### src/rtl/bpred_resolve_ctrl.sv
// Branch resolve controller: queues predicted branches from IF, checks them against EX
// resolutions in order, drives predictor updates, and flushes/redirects on mispredict.
module bpred_resolve_ctrl #(
  parameter int unsigned DEPTH        = 4,
  parameter int unsigned PC_W         = 32,
  parameter int unsigned FLUSH_CYCLES = 2,
  parameter int unsigned CNT_W        = 16
) (
  input  logic                         clk,
  input  logic                         rst,
  input  logic                         pred_valid,
  input  logic                         pred_taken,
  input  logic [PC_W-1:0]              pred_target,
  input  logic [PC_W-1:0]              pred_fallthru,
  output logic                         pred_ready,
  input  logic                         res_valid,
  input  logic                         res_taken,
  input  logic [PC_W-1:0]              res_target,
  output logic                         upd_valid,
  output logic                         upd_taken,
  output logic                         flush,
  output logic                         redirect_valid,
  output logic [PC_W-1:0]              redirect_pc,
  output logic [$clog2(DEPTH+1)-1:0]   inflight,
  output logic [CNT_W-1:0]             branch_cnt,
  output logic [CNT_W-1:0]             mispred_cnt,
  output logic                         res_err
);

  localparam int unsigned PtrW = (DEPTH > 1) ? $clog2(DEPTH) : 1;
  localparam int unsigned OccW = $clog2(DEPTH + 1);
  localparam int unsigned FcW  = $clog2(FLUSH_CYCLES + 1);
  localparam logic [OccW-1:0] FullOcc  = OccW'(DEPTH);
  localparam logic [FcW-1:0]  FlushEnd = FcW'(FLUSH_CYCLES);

  typedef enum logic [0:0] {StRun, StFlush} state_e;

  state_e            state_q, state_d;
  logic [FcW-1:0]    fcnt_q, fcnt_d;
  logic [PtrW-1:0]   rd_ptr_q, rd_ptr_d;
  logic [PtrW-1:0]   wr_ptr_q, wr_ptr_d;
  logic [OccW-1:0]   occ_q, occ_d;
  logic [DEPTH-1:0]  taken_q;
  logic [PC_W-1:0]   target_q   [DEPTH];
  logic [PC_W-1:0]   fallthru_q [DEPTH];

  logic              upd_valid_q, upd_valid_d;
  logic              upd_taken_q, upd_taken_d;
  logic              redir_valid_q, redir_valid_d;
  logic [PC_W-1:0]   redir_pc_q, redir_pc_d;
  logic [CNT_W-1:0]  branch_cnt_q, branch_cnt_d;
  logic [CNT_W-1:0]  mispred_cnt_q, mispred_cnt_d;
  logic              res_err_q, res_err_d;

  logic              ready;
  logic              push;
  logic              res_hit;
  logic              mispred;
  logic              head_taken;
  logic [PC_W-1:0]   head_target;
  logic [PC_W-1:0]   head_fallthru;

  assign ready         = (state_q == StRun) && (occ_q < FullOcc);
  assign push          = pred_valid && ready;
  assign res_hit       = res_valid && (occ_q != '0);
  assign head_taken    = taken_q[rd_ptr_q];
  assign head_target   = target_q[rd_ptr_q];
  assign head_fallthru = fallthru_q[rd_ptr_q];
  assign mispred       = res_hit &&
                         ((res_taken != head_taken) || (res_taken && (res_target != head_target)));

  always_comb begin
    state_d       = state_q;
    fcnt_d        = fcnt_q;
    rd_ptr_d      = rd_ptr_q;
    wr_ptr_d      = wr_ptr_q;
    occ_d         = occ_q;
    upd_valid_d   = 1'b0;
    upd_taken_d   = 1'b0;
    redir_valid_d = 1'b0;
    redir_pc_d    = redir_pc_q;
    branch_cnt_d  = branch_cnt_q;
    mispred_cnt_d = mispred_cnt_q;
    res_err_d     = res_err_q | (res_valid && (occ_q == '0));

    if (res_hit) begin
      upd_valid_d = 1'b1;
      upd_taken_d = res_taken;
      if (branch_cnt_q != '1) branch_cnt_d = branch_cnt_q + 1'b1;
    end

    if (mispred) begin
      // Wrong path: drop everything, including a push accepted this same cycle.
      redir_valid_d = 1'b1;
      redir_pc_d    = res_taken ? res_target : head_fallthru;
      if (mispred_cnt_q != '1) mispred_cnt_d = mispred_cnt_q + 1'b1;
      rd_ptr_d = '0;
      wr_ptr_d = '0;
      occ_d    = '0;
    end else begin
      if (push)    wr_ptr_d = wr_ptr_q + 1'b1;
      if (res_hit) rd_ptr_d = rd_ptr_q + 1'b1;
      unique case ({push, res_hit})
        2'b10:   occ_d = occ_q + 1'b1;
        2'b01:   occ_d = occ_q - 1'b1;
        default: occ_d = occ_q;
      endcase
    end

    unique case (state_q)
      StRun: begin
        if (mispred) begin
          state_d = StFlush;
          fcnt_d  = FcW'(1);
        end
      end
      StFlush: begin
        if (fcnt_q == FlushEnd) begin
          state_d = StRun;
          fcnt_d  = '0;
        end else begin
          fcnt_d = fcnt_q + 1'b1;
        end
      end
      default: begin
        state_d = StRun;
        fcnt_d  = '0;
      end
    endcase
  end

  always_ff @(posedge clk or negedge rst) begin
    if (!rst) begin
      state_q       <= StRun;
      fcnt_q        <= '0;
      rd_ptr_q      <= '0;
      wr_ptr_q      <= '0;
      occ_q         <= '0;
      upd_valid_q   <= 1'b0;
      upd_taken_q   <= 1'b0;
      redir_valid_q <= 1'b0;
      redir_pc_q    <= '0;
      branch_cnt_q  <= '0;
      mispred_cnt_q <= '0;
      res_err_q     <= 1'b0;
    end else begin
      state_q       <= state_d;
      fcnt_q        <= fcnt_d;
      rd_ptr_q      <= rd_ptr_d;
      wr_ptr_q      <= wr_ptr_d;
      occ_q         <= occ_d;
      upd_valid_q   <= upd_valid_d;
      upd_taken_q   <= upd_taken_d;
      redir_valid_q <= redir_valid_d;
      redir_pc_q    <= redir_pc_d;
      branch_cnt_q  <= branch_cnt_d;
      mispred_cnt_q <= mispred_cnt_d;
      res_err_q     <= res_err_d;
    end
  end

  always_ff @(posedge clk or negedge rst) begin
    if (!rst) begin
      taken_q <= '0;
      for (int i = 0; i < DEPTH; i++) begin
        target_q[i]   <= '0;
        fallthru_q[i] <= '0;
      end
    end else if (push && !mispred) begin
      taken_q[wr_ptr_q]    <= pred_taken;
      target_q[wr_ptr_q]   <= pred_target;
      fallthru_q[wr_ptr_q] <= pred_fallthru;
    end
  end

  assign pred_ready     = ready;
  assign upd_valid      = upd_valid_q;
  assign upd_taken      = upd_taken_q;
  assign flush          = (state_q == StFlush);
  assign redirect_valid = redir_valid_q;
  assign redirect_pc    = redir_pc_q;
  assign inflight       = occ_q;
  assign branch_cnt     = branch_cnt_q;
  assign mispred_cnt    = mispred_cnt_q;
  assign res_err        = res_err_q;

endmodule

### config.mk
export PLATFORM = sky130hd
export DESIGN_NAME = bpred_resolve_ctrl
export DESIGN_NICKNAME = d
export VERILOG_FILES = /design/src/rtl/bpred_resolve_ctrl.sv
export SDC_FILE = /design/constraint.sdc
export NUM_CORES = 1
export LEC_CHECK = 0
export BUFFER_PORTS_ARGS = -buffer_cell sky130_fd_sc_hd__buf_2
export CAP_MARGIN = 40
export CORE_MARGIN = 4
export CORE_UTILIZATION = 40
export DETAILED_ROUTE_END_ITERATION = 10
export SKIP_CTS_REPAIR_TIMING = 1
export SLEW_MARGIN = 20
export SYNTH_ARGS = -nofsm -noshare
export SYNTH_HDL_FRONTEND = slang
export SYNTH_SLANG_ARGS = --single-unit
### constraint.sdc
create_clock -name clk -period 5.6 [get_ports clk]
set_input_delay 0.56 -clock clk [delete_from_list [all_inputs] [get_ports clk]]
set_output_delay 0.56 -clock clk [all_outputs]
set_load 0.005 [all_outputs]
* Yosys cells after proc, flatten, opt, wreduce, memory -nomap -nowiden
Cells that the tools add are included.
** Storage, ports and cells
- Bits in registers :: 338
- Input port bits :: 102
- Output and inout bits :: 73
- Logic and storage cells :: 95
** Operators by class
- Add/sub/neg operators :: 7
- Magnitude comparators :: 7
- Equality and inequality tests :: 8
- Multiplexer cells :: 30
- Bitwise logic cells :: 4
- Reduce and logical (&&, ||, !) cells :: 18
** Operator list (count)
- bitwise mux 128 bit :: 2
- 2-to-1 mux 32 bit :: 6
- binary-select mux 32 bit (select 2 bit) :: 2
- demux 32 bit (select 2 bit) :: 1
- adder 16 x 1 -> 16 bit (second input constant) :: 2
- != test 16 bit (second input constant) :: 2
- != test 32 bit :: 1
- 2-to-1 mux 2 bit :: 6
- logical AND 1 bit :: 9
- adder 2 x 1 -> 2 bit (second input constant) :: 3
- >= comparator 3 bit (second input constant) :: 2
- less-than comparator 2 x 3 -> 1 bit (second input constant) :: 2
- 2-to-1 mux 1 bit :: 6
- NOT 2 -> 3 bit :: 2
- case mux 3 bit (2 select lines) :: 1
- nonzero test 3 bit :: 2
- bitwise mux 4 bit :: 1
- equality test 2 bit (second input constant) :: 2
- case mux 2 bit (2 select lines) :: 1
- AND reduction 2 bit :: 2
- nonzero test 2 bit :: 2
- adder 3 x 1 -> 3 bit (second input constant) :: 1
- logical NOT 3 bit :: 1
- less-than comparator 3 x 1 -> 1 bit (second input constant) :: 1
- 14 further kinds :: 14

* Logic depth before layout (Yosys ltp)
- Depth in word-level cells :: 10
- Mapped depth :: 14
- Depth with buffers taken out :: 8

* Worst setup path after synthesis
OpenSTA, ideal clock, no wires.
- Path kind :: reg-to-reg
- Start :: register rd_ptr_q[0]
- End :: register fallthru_q[100] in the netlist's numbering
- Library setup time :: 0.127 ns
- Arrival time :: 2.768 ns
- Data required time :: 5.473 ns
- Setup slack :: 2.704 ns
- Stages on the path, launching flop included :: 13
- Path buffers :: 4
- Period minus slack after synthesis :: 2.896 ns
- Cells stage by stage :: dfrtp_1 buf_4 buf_2 mux4_2 xnor2_1 nand4_1 nor4_1 nand4_1 o211ai_2 and3_1 buf_4 buf_6 mux2_1
** Between the ends
- Longest elaborated chain between the ends :: 10
- Elaborated cells on any way between the ends :: 13
- Classes of those cells :: eq/ne (2); mux (5); bitwise (1); reduce/logical (5)
** RTL lines
- from (decl) :: RTL line 40 : logic [PtrW-1:0] rd_ptr_q, rd_ptr_d;
- from (signal assigned) :: RTL line 149 : rd_ptr_q <= rd_ptr_d;
- NOT 2 -> 3 bit (not written as such) :: RTL line 67 : assign head_target = target_q[rd_ptr_q];
- binary-select mux 32 bit (select 2 bit) :: RTL line 67
- 2-to-1 mux 32 bit (not written as such) (2 in a row) :: RTL line 67
- != test 32 bit :: RTL line 70 : ((res_taken != head_taken) || (res_taken && (res_target != head_target)));
- logical AND 1 bit :: RTL line 70
- logical OR 1 bit (*) :: RTL line 70
- logical AND 1 bit (*) :: RTL line 69 : assign mispred = res_hit &&
- logical NOT 1 bit (*) :: RTL line 169 : end else if (push && !mispred) begin
- logical AND 1 bit (*) :: RTL line 169
- to (signal, indexed assignment) :: RTL line 172 : fallthru_q[wr_ptr_q] <= pred_fallthru;
- to (decl) :: RTL line 45 : logic [PC_W-1:0] fallthru_q [DEPTH];
Mark *: on every way between the ends. The rest lies on a longest branch, timed or not. The select of a mux whose other input is x is not followed.
A chain may end at the register's enable or synchronous reset.

* Final worst setup path
- Start :: register rd_ptr_q[0]
- End :: register fallthru_q[110] in the netlist's numbering
The elaborated chain is that of the path after synthesis.

==> flow_summary.ini <==
[outcome]
status = complete, no violations

[finish]
drive_gt1_share_pct = 30.4
area_delta_synth_final_pct = 16.9
nNetsFinal = 1315

[synth]
synth.distinct_cells = 48
synth_top_area_share_pct = 55.3
synth_edf_count = 0
synthTopCellsByArea = dfrtp_1 55%, mux2_1 15%, mux4_2 8.2%
synth_top_area_cell = dfrtp_1
synth.most_common_cell = dfrtp_1
avgSynthCellArea_um2 = 14.8
async_flop_share_pct = 100
syn-num-nets = 1146
synthFlopType = dfrtp_1
syn_area_um2 = 15300
ys_top_cells_by_count = 338 x dfrtp_1, 200 x mux2_1, 65 x mux2_2
yosysWarnings = 0
yosysSeqAreaShare_pct = 55.3
netlist_instances = 1037
ys_seq_elements = 338

[worst_setup_path]
crit_chain = buf_16 -> mux4_2 -> xnor2_1 -> nand4_1 -> nor4_1 -> nand4_1 -> o211ai_4 -> and3_4 -> buf_12 -> mux2_1
cp_slowest_stage_delay_ps = 630
crit_slowest_cell = dfrtp_4
cp_common_cell = nand4_1
end_kind = flop
cp-start-kind = flop
worstPathRequired_ps = 6010
criticalPathCategory = flop to flop
r2r_cells = 10
critPathMaxFanout = 39
regToRegSetupSlack_ps = 1460
worstPathArrival_ps = 4550

[clock_network]
cts_root_buf = clkbuf_16
clockBufferDepth = 3
cts_made_buffers = 38
clk_pin_slew_worst_paths_ps = 60
htreeDepth = 2
cts_sinks = 338
tritoncts = built
clock_latency_ps = 540

[timing]
timing.fmax_mhz = 241
worst_pin_slew_ps = 847
setup_tns_ps = 0
clock-skew-final_ps = 17.1
relSlewSlack_pct = 43.6
whs_ps = 56.1
grt_setup_unrepaired = false
final_max_slew_viol_count = 0
post-route-period-util_pct = 74.0
hold_viol = 0
period_minus_slack_ps = 4140
setup_viol = 0

[global_routing]
first_global_vias = 9627
grt_use_total_pct = 18.2
grt_pass1_wl_mm = 58.5
grt_max_degree = 129
grt-ovfl-total = 0
antenna_found_initial = 4

[pwr]
p_leak_uw = 0.00819
p_total_uw = 9670
powerDensity_nw_per_um2 = 541
ir_drop_uv = 247

[detailed_routing]
vias = 9145
ant_nets = 0
avgViaCountPerCell = 5.23
drt_wl_total_mm = 37.4
drt_iter0_markers = 406
routedWlPerCell_um = 21.4
drtPass1Iterations = 5
drc = 0

[placed_design]
dp_hpwl_mm = 25.0
gp_congestion = 0.771
port_buffers = 174

[floorplan]
core_area_um2 = 37700
die_y_um = 204
fp-row-count = 71
die_w_um = 204
dieArea_um2 = 41400
initial_core_util_pct = 40.6
ios = 175

[job]
drv_cap = 0

[hold_path]
worst_hold_path_type = input pin to async pin
==> cell usage in the layout, fill, tap and decap left out, drive strengths merged, types with 2 or more instances in the layout <==
cell and count:
nor3 16, nand2b 3, clkinvlp 2, and2 2
clkbuf 57, ha 6, nand3 19, nand4 11
a31oi 2, nand2 48, buf 188, a211oi 2
nor4 2, nor2 12, mux2i 50, dfrtp 338
and3 8, a21oi 3, xnor2 39, mux2 265
clkinv 8, o21ai 38, inv 13, xor2 23
mux4 56, and4 3, bufinv 2
==> layout make-up <==
type                       count  area [um^2]
antenna                        1         2.50
clock buffer                  57         1140
clock inverter                12          119
fill                        3398        19800
inverter                      13         48.8
multi-input combinational    627         6390
sequential                   338         8470
tap                          511          639
timing repair buffer         188         1080
==> state kept, by name, indices dropped and copies added, names as in the netlist, 2 cells and up <==
signal	cells
target_q	128
fcnt_q	2
mispred_cnt	16
fallthru_q	128
taken_q	4
redirect_pc	32
rd_ptr_q	2
branch_cnt	16
wr_ptr_q	2
inflight	3
==> per-stage QoR <==
step / setup slack [ps] / instances / area [um^2] / util [%]
final: 1460 / 1747 / 17900 / 47.5
after detailed placement: 1400 / 1677 / 16600 / 44.1
after CTS: 1380 / 1746 / 17900 / 47.5
after global placement: 1110 / 1676 / 16600 / 44.1
after floorplan: 2700 / 1037 / 15300 / -
after global routing: 1180 / 1746 / 17900 / 47.5
==> final timing paths <==
check / start / to
hold / removal: rst / fallthru_q[77]
max in group asynchronous: rst / fallthru_q[125]
hold reg to reg: res_err / res_err
setup / recovery: rd_ptr_q[0] / fallthru_q[110]
setup reg to reg: rd_ptr_q[0] / fallthru_q[110]
min in group clk: pred_target[11] / target_q[11]
==> report_power, final <==
group          switching (uW)  internal (uW)  total (uW)
combinational            1360           1700        3060
sequential                628           3490        4120
clock                     993           1500        2490
==> cells by family (layout without fill, tap and decap cells) <==
logic type | Yosys count | in the layout | share of synthesized area, %
AND/OR/NAND/NOR | 127 | 127 | 3.98
XOR/XNOR | 62 | 62 | 3.55
multiplexers | 371 | 371 | 31.0
buffers and inverters | 72 | 270 | 3.11
adder cells (fa/ha/maj) | 7 | 7 | 0.622
AO/OA/AOI/OAI | 60 | 60 | 2.41
other | 0 | 1 | 0
flip-flops | 338 | 338 | 55.3
==> metal layers <==
layer | share of wire [%] | GRT usage, %
met1 | 46 | 26.2
met2 | 47 | 28.7
met3 | 5.1 | 3.51
met4 | 1.9 | 4.94
met5 | 0.091 | 0
==> critical path, delay by kind of cell, from the launching register on <==
kind | cells | cell delay, ps
multiplexers | 2 | 950
AND/OR/NAND/NOR | 4 | 1330
XOR/XNOR | 1 | 250
AO/OA/AOI/OAI | 1 | 160
buffers and inverters | 2 | 630
flip-flops | 1 | 630
Power figures use the tool's default switching activity.
